File: src/rtl/led_pwm_pkg.sv
// rtl/led_pwm_pkg.sv - shared types and constants for the LED PWM controller
package led_pwm_pkg;

    localparam int MODE_W    = 2;
    localparam int BLINK_BIT = 7;

    typedef enum logic [MODE_W-1:0] {
        MODE_OFF     = 2'd0,
        MODE_STATIC  = 2'd1,
        MODE_BLINK   = 2'd2,
        MODE_BREATHE = 2'd3
    } led_mode_t;

endpackage

File: src/rtl/btn_debounce.sv
// rtl/btn_debounce.sv - button synchroniser, debouncer, press pulse and long-press reset latch
module btn_debounce #(
    parameter int DEBOUNCE_CYCLES   = 48000,
    parameter int LONG_PRESS_CYCLES = 96000000,
    parameter bit BTN_ACTIVE_LOW    = 1'b1
) (
    input  logic clock,
    input  logic reset_n,
    input  logic usr_btn,
    output logic btn_level,
    output logic btn_press,
    output logic rst_n
);

    localparam int DB_W = $clog2(DEBOUNCE_CYCLES + 1);
    localparam int LP_W = $clog2(LONG_PRESS_CYCLES + 1);
    localparam logic [DB_W-1:0] DB_LAST = DB_W'(DEBOUNCE_CYCLES - 1);
    localparam logic [LP_W-1:0] LP_LAST = LP_W'(LONG_PRESS_CYCLES - 1);

    logic            sync1_q, sync1_d, sync2_q, sync2_d;
    logic            level_q, level_d, press_q, press_d, latch_q, latch_d;
    logic [DB_W-1:0] db_cnt_q, db_cnt_d;
    logic [LP_W-1:0] lp_cnt_q, lp_cnt_d;
    logic            sample;

    // Debounce toggles the level only after DEBOUNCE_CYCLES differing samples in a row;
    // the long-press counter saturates so the latch can never be missed or re-armed.
    always_comb begin
        sync1_d  = usr_btn;
        sync2_d  = sync1_q;
        sample   = sync2_q ^ BTN_ACTIVE_LOW;
        level_d  = level_q;
        db_cnt_d = db_cnt_q;
        lp_cnt_d = lp_cnt_q;
        if (sample == level_q) begin
            db_cnt_d = '0;
        end else if (db_cnt_q == DB_LAST) begin
            db_cnt_d = '0;
            level_d  = ~level_q;
        end else begin
            db_cnt_d = db_cnt_q + 1'b1;
        end
        press_d = level_d & ~level_q;
        if (!level_q) begin
            lp_cnt_d = '0;
        end else if (lp_cnt_q != LP_LAST) begin
            lp_cnt_d = lp_cnt_q + 1'b1;
        end
        latch_d = latch_q | (level_q & (lp_cnt_q == LP_LAST));
    end

    // State registers; synchroniser resets to the released pin level.
    always_ff @(posedge clock or negedge reset_n) begin
        if (!reset_n) begin
            sync1_q  <= BTN_ACTIVE_LOW;
            sync2_q  <= BTN_ACTIVE_LOW;
            level_q  <= 1'b0;
            press_q  <= 1'b0;
            latch_q  <= 1'b0;
            db_cnt_q <= '0;
            lp_cnt_q <= '0;
        end else begin
            sync1_q  <= sync1_d;
            sync2_q  <= sync2_d;
            level_q  <= level_d;
            press_q  <= press_d;
            latch_q  <= latch_d;
            db_cnt_q <= db_cnt_d;
            lp_cnt_q <= lp_cnt_d;
        end
    end

    assign btn_level = level_q;
    assign btn_press = press_q;
    assign rst_n     = ~latch_q;

endmodule

File: src/rtl/led_pwm_ctrl.sv
// rtl/led_pwm_ctrl.sv - multi-channel LED PWM controller with button and reset-request handling
module led_pwm_ctrl
    import led_pwm_pkg::*;
#(
    parameter int CHANNELS          = 3,
    parameter int PWM_WIDTH         = 8,
    parameter int PRESCALE          = 188,
    parameter int DEBOUNCE_CYCLES   = 48000,
    parameter int LONG_PRESS_CYCLES = 96000000,
    parameter bit BTN_ACTIVE_LOW    = 1'b1,
    parameter bit LED_ACTIVE_LOW    = 1'b0,
    localparam int CHAN_W = $clog2((CHANNELS > 2) ? CHANNELS : 2)
) (
    input  logic                 clock,
    input  logic                 reset_n,
    input  logic                 cfg_valid,
    output logic                 cfg_ready,
    input  logic [CHAN_W-1:0]    cfg_chan,
    input  logic [PWM_WIDTH-1:0] cfg_duty,
    input  logic [MODE_W-1:0]    cfg_mode,
    output logic                 cfg_err,
    output logic [CHANNELS-1:0]  led_out,
    input  logic                 usr_btn,
    output logic                 btn_level,
    output logic                 btn_press,
    output logic                 rst_n
);

    localparam int PRE_W = $clog2(PRESCALE + 1);
    localparam int CHK_W = CHAN_W + 1;
    localparam logic [PRE_W-1:0]     PRE_LAST = PRE_W'(PRESCALE - 1);
    localparam logic [PWM_WIDTH-1:0] DUTY_MAX = '1;

    logic                 ready_q, ready_d, err_q, err_d;
    logic [PRE_W-1:0]     pre_q, pre_d;
    logic [PWM_WIDTH-1:0] pwm_q, pwm_d;
    logic [7:0]           frame_q, frame_d;
    logic                 accept, chan_ok, step, period_end;
    logic [CHANNELS-1:0]  led_raw;

    // Handshake plus the shared timebase: prescaler, PWM counter and frame counter.
    always_comb begin
        accept     = cfg_valid & ready_q;
        chan_ok    = ({1'b0, cfg_chan} < CHK_W'(CHANNELS));
        ready_d    = ~accept;
        err_d      = accept & ~chan_ok;
        step       = (pre_q == PRE_LAST);
        pre_d      = step ? '0 : pre_q + 1'b1;
        pwm_d      = step ? pwm_q + 1'b1 : pwm_q;
        period_end = step & (pwm_q == DUTY_MAX);
        frame_d    = period_end ? frame_q + 8'd1 : frame_q;
    end

    // Shared registers; cfg_ready comes up on the first edge after reset release.
    always_ff @(posedge clock or negedge reset_n) begin
        if (!reset_n) begin
            ready_q <= 1'b0;
            err_q   <= 1'b0;
            pre_q   <= '0;
            pwm_q   <= '0;
            frame_q <= '0;
        end else begin
            ready_q <= ready_d;
            err_q   <= err_d;
            pre_q   <= pre_d;
            pwm_q   <= pwm_d;
            frame_q <= frame_d;
        end
    end

    for (genvar c = 0; c < CHANNELS; c++) begin : g_chan
        logic [PWM_WIDTH-1:0] duty_q, duty_d, ramp_q, ramp_d, shadow_q, shadow_d, eff_duty;
        led_mode_t            mode_q, mode_d;
        logic                 rising_q, rising_d, led_q, led_d, wr_en;

        assign wr_en = accept & chan_ok & (cfg_chan == CHAN_W'(c));

        // Effective duty per mode, triangle ramp, shadow capture at period end and compare.
        always_comb begin
            duty_d   = duty_q;
            mode_d   = mode_q;
            ramp_d   = ramp_q;
            rising_d = rising_q;
            shadow_d = shadow_q;
            eff_duty = '0;
            case (mode_q)
                MODE_STATIC:  eff_duty = duty_q;
                MODE_BLINK:   eff_duty = frame_q[BLINK_BIT] ? duty_q : '0;
                MODE_BREATHE: eff_duty = ramp_q;
                default:      eff_duty = '0;
            endcase
            if (period_end) begin
                shadow_d = eff_duty;
                if (duty_q == '0) begin
                    ramp_d   = '0;
                    rising_d = 1'b1;
                end else if (rising_q) begin
                    if (ramp_q >= duty_q) begin
                        rising_d = 1'b0;
                        ramp_d   = ramp_q - 1'b1;
                    end else begin
                        ramp_d = ramp_q + 1'b1;
                    end
                end else if (ramp_q == '0) begin
                    rising_d = 1'b1;
                    ramp_d   = PWM_WIDTH'(1);
                end else begin
                    ramp_d = ramp_q - 1'b1;
                end
            end
            if (wr_en) begin
                duty_d   = cfg_duty;
                mode_d   = led_mode_t'(cfg_mode);
                ramp_d   = '0;
                rising_d = 1'b1;
            end
            led_d = (shadow_q == DUTY_MAX) | (pwm_q < shadow_q);
        end

        // Per-channel registers.
        always_ff @(posedge clock or negedge reset_n) begin
            if (!reset_n) begin
                duty_q   <= '0;
                mode_q   <= MODE_OFF;
                ramp_q   <= '0;
                rising_q <= 1'b1;
                shadow_q <= '0;
                led_q    <= 1'b0;
            end else begin
                duty_q   <= duty_d;
                mode_q   <= mode_d;
                ramp_q   <= ramp_d;
                rising_q <= rising_d;
                shadow_q <= shadow_d;
                led_q    <= led_d;
            end
        end

        assign led_raw[c] = led_q;
    end

    btn_debounce #(
        .DEBOUNCE_CYCLES  (DEBOUNCE_CYCLES),
        .LONG_PRESS_CYCLES(LONG_PRESS_CYCLES),
        .BTN_ACTIVE_LOW   (BTN_ACTIVE_LOW)
    ) u_btn (
        .clock    (clock),
        .reset_n  (reset_n),
        .usr_btn  (usr_btn),
        .btn_level(btn_level),
        .btn_press(btn_press),
        .rst_n    (rst_n)
    );

    assign cfg_ready = ready_q;
    assign cfg_err   = err_q;
    assign led_out   = led_raw ^ {CHANNELS{LED_ACTIVE_LOW}};

endmodule
File: config.mk
export PLATFORM = sky130hd
export DESIGN_NAME = led_pwm_ctrl
export DESIGN_NICKNAME = d
export VERILOG_FILES = /design/src/rtl/led_pwm_pkg.sv /design/src/rtl/btn_debounce.sv /design/src/rtl/led_pwm_ctrl.sv
export SDC_FILE = /design/constraint.sdc
export NUM_CORES = 1
export LEC_CHECK = 0
export ABC_AREA = 1
export BUFFER_PORTS_ARGS = -buffer_cell sky130_fd_sc_hd__buf_2
export CAP_MARGIN = 20
export CORE_ASPECT_RATIO = 0.7
export CORE_MARGIN = 2
export CORE_UTILIZATION = 55
export DETAILED_ROUTE_END_ITERATION = 8
export PLACE_DENSITY = 0.72
export SLEW_MARGIN = 15
export SYNTH_ARGS = -nofsm -noshare
export SYNTH_HDL_FRONTEND = slang
export SYNTH_HIERARCHICAL = 1
export SYNTH_SLANG_ARGS = --single-unit
File: constraint.sdc
create_clock -name clock -period 2.1 [get_ports clock]
set_input_delay 0.42 -clock clock [delete_from_list [all_inputs] [get_ports clock]]
set_output_delay 0.42 -clock clock [all_outputs]
set_load 0.005 [all_outputs]
Word-level counts from Yosys, hierarchy flattened:

Index checks and enable logic that the tools add are counted.

* register bits after elaboration: 158
* latch bits: 0
* RAM bits: 0
* memory bits (read-only): 0
* bits of input ports: 16
* output and inout port bits: 8
* word-level logic and storage cells: 146
* memories: 0

* $add $sub $neg: 11
* multipliers: 0
* divide/modulo/power cells: 0
* order comparisons: 7
* equal/unequal tests: 21
* shift-type cells: 0
* multiplexer cells: 49
* bitwise operators: 18
* reduce and logical (&&, ||, !) cells: 10

Operators with widths (count)
* 8-bit 2-to-1 mux: 22
* 8-bit case mux with 3 select lines: 3
* 27-bit 2-to-1 mux: 2
* 8-bit by 1-bit adder with 8-bit output, second input constant: 6
* 8-bit logical NOT: 6
* 8-bit equality test, second input constant: 5
* 16-bit 2-to-1 mux: 2
* 27-bit by 1-bit adder with 27-bit output, second input constant: 1
* 27-bit equality test, second input constant: 1
* 27-bit inequality test, second input constant: 1
* 8-bit greater-or-equal comparator: 3
* 8-bit less-than comparator: 3
* 8-bit by 1-bit subtractor with 8-bit output, second input constant: 3
* 1-bit 2-to-1 mux: 20
* 16-bit by 1-bit adder with 16-bit output, second input constant: 1
* 16-bit equality test, second input constant: 1
* 2-bit equality test, second input constant: 7
* 1-bit bitwise AND: 9
* 2-bit by 1-bit equality test with 1-bit output, second input constant: 4
* 2-bit nonzero test: 3
* 1-bit NOT: 5
* 1-bit bitwise OR: 4
* 2-bit logical NOT: 1
* 2-bit less-than comparator, second input constant: 1
* 2 further kinds: 2

Depth between registers and ports, before layout:

Gate-level depths: netlist (run 1).

* depth in word-level cells: 6
* depth in mapped cells: 13
* gate-level depth less buffers: 13

Hierarchy:

Netlist (run 1), hierarchy kept.

By module, submodules not included
* led_pwm_ctrl: instances 1, cells an instance 890, area each 6924.1 µm², sequential area each 2756.4 µm²
* btn_debounce: instances 1, cells an instance 419, area each 2884.0 µm², sequential area each 1203.7 µm²

Least setup slack after synthesis (run 1):

Ideal clock, no wire load.

* path type: reg2reg
* start: register g_chan[0].ramp_q[0]
* end: register g_chan[0].ramp_q[4]
* data arrival time: 1.592 ns
* data required time: 1.973 ns
* setup slack: 0.381 ns
* cell stages (with the launch flop): 13
* cell sequence: dfrtp_1 -> inv_1 -> ha_1 -> nand2_1 -> nor2_1 -> nor2_1 -> nand2_1 -> nand2_1 -> nand2_1 -> inv_1 -> o21ai_0 -> nand3_1 -> o21ai_0

* cells in the longest elaborated chain, start to end: 6
* elaborated cells between the ends (all ways): 10

Ends and longest elaborated chain
* start, declared: line led_pwm_ctrl.sv:72 `logic [PWM_WIDTH-1:0] duty_q, duty_d, ramp_q, ramp_d, shadow_q, shadow_d, eff_duty;`
* start signal, assigned: line led_pwm_ctrl.sv:132 `ramp_q <= ramp_d;`
* 8-bit by 1-bit subtractor with 8-bit output, or another cell as far along: line led_pwm_ctrl.sv:100, led_pwm_ctrl.sv:108
* 8-bit 2-to-1 mux, on equally long branches: line led_pwm_ctrl.sv:104, led_pwm_ctrl.sv:98
* 8-bit 2-to-1 mux (*): line led_pwm_ctrl.sv:97 `end else if (rising_q) begin`
* 8-bit 2-to-1 mux (*): line led_pwm_ctrl.sv:94 `if (duty_q == '0) begin`
* 8-bit 2-to-1 mux (*): line led_pwm_ctrl.sv:92 `if (period_end) begin`
* 8-bit 2-to-1 mux (*): line led_pwm_ctrl.sv:111 `if (wr_en) begin`

Mark *: on every way between the ends. The rest lies on a longest branch, timed or not. The select of a mux whose other input is x is not followed.
A chain may end at the register's enable or synchronous reset.

Worst setup path in the final report (run 1):

* start: register pwm_q[0]
* end: register g_chan[0].ramp_q[6]

* cells in the longest elaborated chain, start to end: 3

Ends and longest elaborated chain
* start, declared: line led_pwm_ctrl.sv:36 `logic [PWM_WIDTH-1:0] pwm_q, pwm_d;`
* start signal, assigned: line led_pwm_ctrl.sv:66 `pwm_q <= pwm_d;`
* 8-bit equality test: line led_pwm_ctrl.sv:50 `period_end = step & (pwm_q == DUTY_MAX);`
* 1-bit bitwise AND: line led_pwm_ctrl.sv:50
* 2-bit nonzero test (no line)

No other way between the ends.

==> run summary, run 1 <==
Final Hold Fails: 0
Synth area leader: dfrtp_1
Leakage: 5.37 nW
Vias/cell: 5.29
H-tree depth: 4
Initial antenna violation count: 0
Buffers on Ports: 23
Status: completed
Crit end category: flip-flop
TNS Setup: 0 ns
Ys Warns: 6
Fin util: 63.5%
P&R area growth vs syn: 12.1%
Worst-path cell chain: ha_1 -> nand3_1 -> nor3_1 -> nand2_4 -> nand2_1 -> nand2_1 -> nor2_1 -> nor2_1 -> nor2_1
FFs w/ async S/R, synth: 100%
Dpl hpwl: 17.0 mm
Area contributors post-synth: dfrtp_1 39%, nand2_1 14%, ha_1 7.7%
Sequential area share after synthesis: 40.4%
Required @ worst endpoint: 2.47 ns
Setup Skew: 0.00814 ns
Yosys cell types: 46
Clk_lat worst skew: 0.43 ns
Buf/Inv on CP: 0
Rel. slew slack: 56.8%
VDD IR max: 0.000438 V
CTS tree: done
Worst slack, placed: 0.0989 ns
Iter 0 DRT Violations: 870
Final setup vio count: 0
Vias: 8457
EDFF count, synth: 0
Largest net degree at the start of global routing: 51
Commonest cells in the netlist: 357 x nand2_1, 159 x inv_1, 157 x nor2_1
Drt pass-1 iters: 7
Vias in the first global route: 7959
Worst setup margin: 0.155 ns
ANT nets after route: 0
CP Launch Type: flip-flop
Crit Path Max Fanout: 12
Pwr/cell area: 676 nW/µm²
RSZ-0062 raised after global routing: no
FMAX: 0.514 GHz
Die width: 164 µm
Hold WC Path Type: in2reg
Synthesized cell area: 9810 µm²
Worst slew pin tran: 0.648 ns
Cell mode on critical path: nor2_1
Net Count, Synth: 1385
Slowest-stage cell, CP: dfrtp_1
Core region area: 17300 µm²
TritonCTS Sinks: 158
Post-CTS Setup Inserts: 0
Final WL: 22.8 mm
Synth Register Bits: 158
Fin crit period: 1.95 ns
Routability Congestion: 0.945
Die ar.: 18900 µm²
DRC: 0
Top cell family by delay on the critical path: simple AND/OR/NAND/NOR gates
Clock slew at reported path FFs: 0.06 ns
Mean Syn Cell Area: 7.49 µm²
Num CTS Buffers: 17
Std cell rows: 40
WS Path Type: reg2reg
Top FF cell, synth: dfrtp_1
Max Buffers Root-to-Sink: 2
Total I/O pin count: 24
Hold_ws: 0.0949 ns
Starting Density: 56.6%
Post-Syn Instances: 1309
CP arrival: 2.31 ns
Root buffer cell: clkbuf_16
Max Cap Violations: 0
First-pass GRT wire length: 39.0 mm
Die height: 116 µm
Yosys top cell area share: 39.0%
Ant diodes: 0
Total grt overflow: 0
Most common cell in the netlist: nand2_1
Share of cells above drive strength 1: 10.4%
Final Net Count: 1432
Slew Viols, Final: 0
GRT Total Usage: 26.1%
Crit share post-route: 92.6%
Critical Path Max Stage Delay: 0.50 ns
Avg WL per Cell: 14.2 µm
[layout make-up]
cell class	instances	area [µm²]
Inverter	164	616
Fill cell	1545	6320
Clock inverter	15	188
Timing Repair Buffer	50	364
Clock buffer	17	425
Multi-Input combinational cell	965	5150
Sequential cell	158	3960
Tap cell	231	289
[registers in the layout, summed over array words and instances, names as in the netlist]
register,count
u_btn/sync1_q,1
u_btn/db_cnt_q,16
cfg_err,1
g_chan.duty_q,24
frame_q,8
g_chan.led_q,3
u_btn/lp_cnt_q,27
g_chan.ramp_q,24
pre_q,8
g_chan.rising_q,3
u_btn/btn_level,1
g_chan.shadow_q,24
pwm_q,8
cfg_ready,1
u_btn/latch_q,1
u_btn/btn_press,1
g_chan.mode_q,6
u_btn/sync2_q,1
[through the flow]
step                      power, mW  instances  instance area (µm²)
after floorplan                3.90       1309                 9810
after global placement         4.21       1567                10300
after detailed placement       4.24       1567                10300
after CTS                      7.47       1600                11000
after global routing           7.78       1600                11000
final                          7.43       1600                11000
[logic make-up (layout without fill, tap and decap cells)]
| group | count (synthesis) | in the layout | share of synthesized area (%) |
|---|---|---|---|
| and+or+nand+nor | 707 | 707 | 31.6 |
| buffers and inverters | 186 | 246 | 7.39 |
| DFF | 158 | 158 | 40.4 |
| AOI/OAI and AO/OA | 145 | 145 | 8.20 |
| adders and majority gates | 60 | 60 | 7.65 |
| xor gates and xnor gates | 53 | 53 | 4.81 |
[worst reg2reg max path, cell delays in order, from the launching register on]
cell     delay (ns)
dfrtp_1        0.50
ha_1           0.24
nand3_1        0.09
nor3_1         0.28
nand2_4        0.20
nand2_1        0.20
nand2_1        0.12
nor2_1         0.12
nor2_1         0.05
nor2_1         0.09
[metal layers]
layer	share of wire [%]	global-route usage, %	vias up
met4	1.3	7.84	0
met5	0	0	-
li1	-	-	4281
met2	43	39.0	233
met3	5.7	4.15	23
met1	50	39.1	3920
[what timing repair did]
| action | CTS | global route |
|---|---|---|
| endpoints found under the hold margin | 44 | 0 |
| endpoints found under the setup margin | 0 | 27 |
| gates resized for setup | 0 | 8 |
| hold buffers | 1 | 0 |
[placed cells by master (no fill, tap or decap), types with 23 or more instances in the layout]
cell,synthesis,layout
buf_4,4,23
dfrtp_1,153,153
xor2_1,39,39
o21ai_0,76,76
inv_1,159,159
nor2_1,157,157
nand2_1,357,353
a21oi_1,42,42
nand3_1,101,101
ha_1,60,60
[path summary, 6_finish.rpt]
| kind | endpoint | start | cells after the start | slack, ns |
|---|---|---|---|---|
| worst max-delay path | g_chan[0].ramp_q[6] | pwm_q[0] | 9 | 0.15 |
| worst min-delay path | u_btn/sync1_q | usr_btn | 1 | 0.09 |
| worst max register to register | g_chan[0].ramp_q[6] | pwm_q[0] | 9 | 0.15 |
| worst min register to register | u_btn/sync2_q | u_btn/sync1_q | 0 | 0.36 |
| max in group asynchronous | g_chan[0].rising_q | reset_n | 3 | 0.93 |
| min in group asynchronous | pre_q[6] | reset_n | 2 | 0.51 |
[power breakdown]
part	total (mW)	internal, mW	switching [mW]	leakage, nW
clock	3.22	1.89	1.33	0.290
combinational	0.898	0.301	0.597	2.96
sequential	3.31	3.19	0.126	2.12
total	7.43	5.37	2.05	5.37
Note: power is estimated with default switching activity, not from simulation.
==> run 2, diff against run 1 <==
--- a/config.mk
+++ b/config.mk
@@ -11,10 +11,10 @@
 export CORE_ASPECT_RATIO = 0.7
 export CORE_MARGIN = 2
 export CORE_UTILIZATION = 55
+export CTS_CLUSTER_SIZE = 25
 export DETAILED_ROUTE_END_ITERATION = 8
 export PLACE_DENSITY = 0.72
 export SLEW_MARGIN = 15
 export SYNTH_ARGS = -nofsm -noshare
 export SYNTH_HDL_FRONTEND = slang
-export SYNTH_HIERARCHICAL = 1
 export SYNTH_SLANG_ARGS = --single-unit
==> run 2 against run 1 <==
Effect of this change: clock-buffer cell count did not move; critical endpoint is now g_chan[0].ramp_q[4]; largest cell class unchanged; total power rose by 2.5%; global-route usage fell by 1.1 points; first-iteration DRC count fell by 21%; synthesized cell count fell by 10%.
==> run summary, run 2 <==
Status: completed
Hold WC Path Type: in2reg
Internal power: 5.39 mW
Total I/O pin count: 24
Die width: 160 µm
FFs w/ async S/R, synth: 100%
Most common cell after layout, fill and taps aside: nand2_1
First-pass GRT wire length: 36.0 mm
Sequential share of power: 43.5%
Max Buffers Root-to-Sink: 2
CP Launch Type: flip-flop
Die ar.: 18000 µm²
Clk_lat worst skew: 0.43 ns
Clock power share: 40.6%
Root buffer cell: clkbuf_16
Top FF cell, synth: dfrtp_1
Vias: 7855
Ys Warns: 0
Top reg by flops: u_btn.lp_cnt_q
H-tree depth: 4
WS Path Type: reg2reg
Iter 0 DRT Violations: 691
Vias/cell: 5.34
Post-Syn Instances: 1174
Synth area leader: dfrtp_1
Vias in the first global route: 7414
Crit Path Max Fanout: 9
Avg WL per Cell: 14.5 µm
Buffers on Ports: 23
Required @ worst endpoint: 2.45 ns
EDFF count, synth: 0
Final setup vio count: 0
P&R area growth vs syn: 13.0%
Pwr/cell area: 724 nW/µm²
Pwr Total: 7.62 mW
Synthesized cell area: 9320 µm²
FMAX: 0.531 GHz
Yosys top cell area share: 41.1%
ANT nets after route: 0
Leakage: 5.00 nW
CTS tree: done
Final Hold Fails: 0
Final Net Count: 1307
Starting Density: 56.6%
GRT Total Usage: 24.9%
Sw power: 2.23 mW
Share of cells above drive strength 1: 10.4%
Max FFs per register: 27
Mean Syn Cell Area: 7.93 µm²
Logic pwr share: 15.9%
DRC: 0
Sw Ratio: 29.3%
Yosys cell types: 44
Largest net degree at the start of global routing: 45
Ant diodes: 0
Commonest cells in the netlist: 235 x nand2_1, 158 x inv_1, 153 x dfrtp_1
Slew Viols, Final: 0
Worst slew pin tran: 0.571 ns
Most common cell in the netlist: nand2_1
Setup Skew: 0.0104 ns
Synth Register Bits: 158
Fin crit period: 1.88 ns
Dpl hpwl: 15.8 mm
Std cell rows: 39
Crit share post-route: 89.7%
Routability Congestion: 0.958
Rel. slew slack: 61.7%
Core region area: 16400 µm²
Net Count, Synth: 1249
Final WL: 21.3 mm
RSZ-0062 raised after global routing: no
CP arrival: 2.23 ns
Num CTS Buffers: 17
Total grt overflow: 0
Initial antenna violation count: 0
Drt pass-1 iters: 5
Clock slew at reported path FFs: 0.07 ns
TritonCTS Sinks: 158
Die height: 113 µm
Max Cap Violations: 0
VDD IR max: 0.000485 V
Sequential area share after synthesis: 42.5%
TNS Setup: 0 ns
Crit end category: flip-flop
Most frequent cells in the layout: 232 x nand2_1, 156 x inv_1, 152 x dfrtp_1, 119 x nor2_1, 90 x o21ai_0
Area contributors post-synth: dfrtp_1 41%, nand2_1 9.5%, ha_1 7.9%
## run 2: metrics by stage
| stage | util, % | instance area (µm²) | setup slack [ns] | hold slack (ns) | cells |
|---|---|---|---|---|---|
| floorplan | - | 9320 | 0.445 | 0.124 | 1174 |
| global placement | 60.3 | 9920 | 0.162 | 0.349 | 1437 |
| detailed placement | 60.3 | 9920 | 0.0753 | 0.354 | 1437 |
| CTS | 64.0 | 10500 | 0.0646 | 0.0797 | 1470 |
| global route | 64.0 | 10500 | 0.0391 | 0.0800 | 1470 |
| finish | 64.0 | 10500 | 0.217 | 0.0918 | 1470 |
## run 2: power by group through the flow
| stage | Clock (mW) | Combinational (mW) | Sequential [mW] |
|---|---|---|---|
| CTS | 3.15 | 1.18 | 3.31 |
| global placement | 0 | 1.15 | 3.36 |
| finish | 3.10 | 1.21 | 3.31 |
| global route | 3.29 | 1.37 | 3.33 |
| floorplan | 0 | 0.773 | 3.34 |
| detailed placement | 0 | 1.17 | 3.37 |
## run 2: metal layers
| layer | global-route usage [%] | routed length [µm] |
|---|---|---|
| met3 | 6.23 | 1460 |
| met4 | 6.55 | 255 |
| met1 | 36.7 | 10700 |
| met2 | 36.9 | 8890 |
| met5 | 0 | 0 |
## run 2: worst paths after layout
| kind | slack, ns | to | depth (start not counted) | start |
|---|---|---|---|---|
| worst min register to register | 0.36 | u_btn.sync2_q | 0 | u_btn.sync1_q |
| worst max-delay path | 0.22 | g_chan[0].ramp_q[4] | 9 | g_chan[0].duty_q[6] |
| worst max register to register | 0.22 | g_chan[0].ramp_q[4] | 9 | g_chan[0].duty_q[6] |
| worst min-delay path | 0.09 | u_btn.sync1_q | 1 | usr_btn |
| min in group asynchronous | 0.45 | g_chan[0].ramp_q[1] | 2 | reset_n |
| max in group asynchronous | 0.96 | u_btn.sync2_q | 3 | reset_n |
## run 2: area by class of cell
cell class,count,area (µm²)
Fill cell,1430,5920
Multi-Input combinational cell,827,4620
Sequential cell,158,3960
Inverter,165,619
Timing Repair Buffer,63,462
Clock buffer,17,425
Tap cell,225,282
Clock inverter,15,160
## run 2: cells by family after synthesis
family                     share of synthesized area, %
DFF                                                42.5
xor gates and xnor gates                           6.30
buffers and inverters                              8.01
and+or+nand+nor                                    25.5
adders and majority gates                          7.92
AOI/OAI and AO/OA                                  9.62
muxes                                             0.107
## run 2: timing repair
action                     in CTS  in global routing
hold buffers                    1                  0
setup endpoints to repair       0                 15
buffers inserted                0                  0
gates resized for setup         0                  6
hold endpoints to repair       33                  0
## run 2: critical path: stages, from the launching register on
cell,delay [ns]
dfrtp_1,0.36
inv_1,0.11
ha_1,0.26
nand3_1,0.09
nand4_1,0.09
a21oi_2,0.40
nand2_2,0.20
nand2_1,0.11
nand3_1,0.08
o21ai_0,0.09
==> run 3, diff against run 2 <==
--- a/config.mk
+++ b/config.mk
@@ -13,6 +13,7 @@
 export CORE_UTILIZATION = 55
 export CTS_CLUSTER_SIZE = 25
 export DETAILED_ROUTE_END_ITERATION = 8
+export MAX_ROUTING_LAYER = met4
 export PLACE_DENSITY = 0.72
 export SLEW_MARGIN = 15
 export SYNTH_ARGS = -nofsm -noshare
==> run 3 against run 2 <==
Effect of this change: sequential power about the same; final cell count about the same; clock skew decreased by 0.0021 ns; global-route usage increased by 0.47 points; combinational power about the same; final area about the same; critical path depth increased by 2; clock-buffer cell count increased by 2; die area unchanged; critical endpoint is now g_chan[0].ramp_q[1]; largest power group unchanged; highest routed layer unchanged.
==> run summary, run 3 (synthesis gave the netlist of run 2 again) <==
Status: completed
Starting Density: 56.6%
Root buffer cell: clkbuf_16
H-tree depth: 4
Std cell rows: 39
Required @ worst endpoint: 2.47 ns
Vias in the first global route: 7372
DRC: 0
Clk_lat worst skew: 0.43 ns
TritonCTS Sinks: 158
Die height: 113 µm
P&R area growth vs syn: 13.0%
GRT Total Usage: 25.4%
Core region area: 16400 µm²
Max Cap Violations: 0
Crit path from: g_chan[0].ramp_q[0]
Routability Congestion: 0.944
Crit Reg-Reg Endpoint: g_chan[0].ramp_q[1]
Final setup vio count: 0
Pwr/cell area: 719 nW/µm²
Vias/cell: 5.34
Vias: 7857
RSZ-0062 raised after global routing: no
CTS tree: done
VDD IR max: 0.000502 V
Crit end category: flip-flop
Fillers: 1441
Hold Path End: u_btn.sync1_q
Largest net degree at the start of global routing: 67
Final Hold Fails: 0
Share of cells above drive strength 1: 10.4%
Final Net Count: 1308
Clock slew at reported path FFs: 0.06 ns
Total grt overflow: 0
Hold_ws: 0.0920 ns
Rel. slew slack: 62.0%
First-pass GRT wire length: 36.0 mm
CP arrival: 2.26 ns
Initial antenna violation count: 0
CP Launch Type: flip-flop
Most common cell after layout, fill and taps aside: nand2_1
Dpl hpwl: 15.6 mm
Crit Path Max Fanout: 9
Reg2reg start: g_chan[0].ramp_q[0]
Register area: 3960 µm²
Worst slack, placed: 0.0694 ns
FMAX: 0.528 GHz
Max FFs per register: 27
Worst slew pin tran: 0.564 ns
TNS Setup: 0 ns
Crit share post-route: 90.2%
Die width: 160 µm
WS Path Type: reg2reg
Ant diodes: 0
ANT nets after route: 0
Cells on worst reg2reg path: 11
Buffers on Ports: 23
Multi-input gate area: 4620 µm²
Avg WL per Cell: 14.4 µm
R2r setup slk: 0.21 ns
Drt pass-1 iters: 6
Hold path start: usr_btn
Max Buffers Root-to-Sink: 2
Setup Skew: 0.00830 ns
Final WL: 21.1 mm
Iter 0 DRT Violations: 582
Most frequent cells in the layout: 232 x nand2_1, 156 x inv_1, 153 x dfrtp_1, 119 x nor2_1, 90 x o21ai_0
Num CTS Buffers: 17
Worst setup margin: 0.206 ns
Die ar.: 18000 µm²
Hold WC Path Type: in2reg
Top reg by flops: u_btn.lp_cnt_q
Slew Viols, Final: 0
Leakage: 5.00 nW
Cell depth of the worst min-delay path: 1
Fin crit period: 1.89 ns
Total I/O pin count: 24
[run 3: changes by cell type in the layout (fill, tap and decap cells not counted), sizes merged]
cell / before / now
inv: 169 / 165
clkbuf: 17 / 19
clkinv: 5 / 7
buf: 62 / 63
[run 3: worst max path at each step]
stage / end / slack [ns] / cells past startpoint
after floorplan: g_chan[1].ramp_q[2] / 0.44 / 12
after global placement: g_chan[0].ramp_q[6] / 0.15 / 11
after detailed placement: g_chan[0].ramp_q[4] / 0.07 / 11
after CTS: g_chan[0].ramp_q[6] / 0.05 / 11
after global routing: g_chan[2].ramp_q[7] / 0.04 / 11
final: g_chan[0].ramp_q[1] / 0.21 / 11
[run 3: cell type report]
type | instances | area share, %
sequential | 158 | 37.6
tap | 225 | 2.67
multi-input combinational | 827 | 43.8
clock buffer | 19 | 4.21
clock inverter | 13 | 1.33
timing repair buffer | 64 | 4.46
inverter | 165 | 5.88
[run 3: stage by stage]
step	util, %	instances	instance area [µm²]	power [mW]
6_report	64.0	1471	10500	7.58
5_1_grt	64.0	1471	10500	7.95
4_1_cts	64.0	1471	10500	7.61
3_5_place_dp	60.4	1438	9930	4.54
3_3_place_gp	60.4	1438	9930	4.51
2_1_floorplan	-	1174	9320	4.12
[run 3: where the power goes]
part,internal (mW),switching [mW],leakage (nW)
sequential,3.21,0.101,2.12
combinational,0.411,0.801,2.61
clock,1.78,1.27,0.276
[run 3: worst max-delay path, cell delays in order (launching register included)]
cell and delay, ns:
dfrtp_1 0.40, inv_1 0.21, ha_1 0.29, inv_1 0.06, a21oi_1 0.05, o21bai_1 0.13
nand2_1 0.08, nand2_2 0.18, nand2_2 0.16, o21ai_0 0.12, nand3_1 0.09, nand2_1 0.07
[run 3: timing repair]
action                     4_1_cts  5_1_grt
setup endpoints to repair        0       15
hold buffers                     1        0
setup buffers                    0        0
hold endpoints to repair         9        0
gates resized for setup          0        5
[run 3: layer usage]
metal / up-vias / part of all wire (%) / global-route usage [%]
met5: - / 0 / -
met2: 203 / 42 / 35.6
li1: 3958 / - / -
met4: 0 / 1.5 / 7.09
met1: 3663 / 51 / 37.6
met3: 33 / 5.8 / 4.91
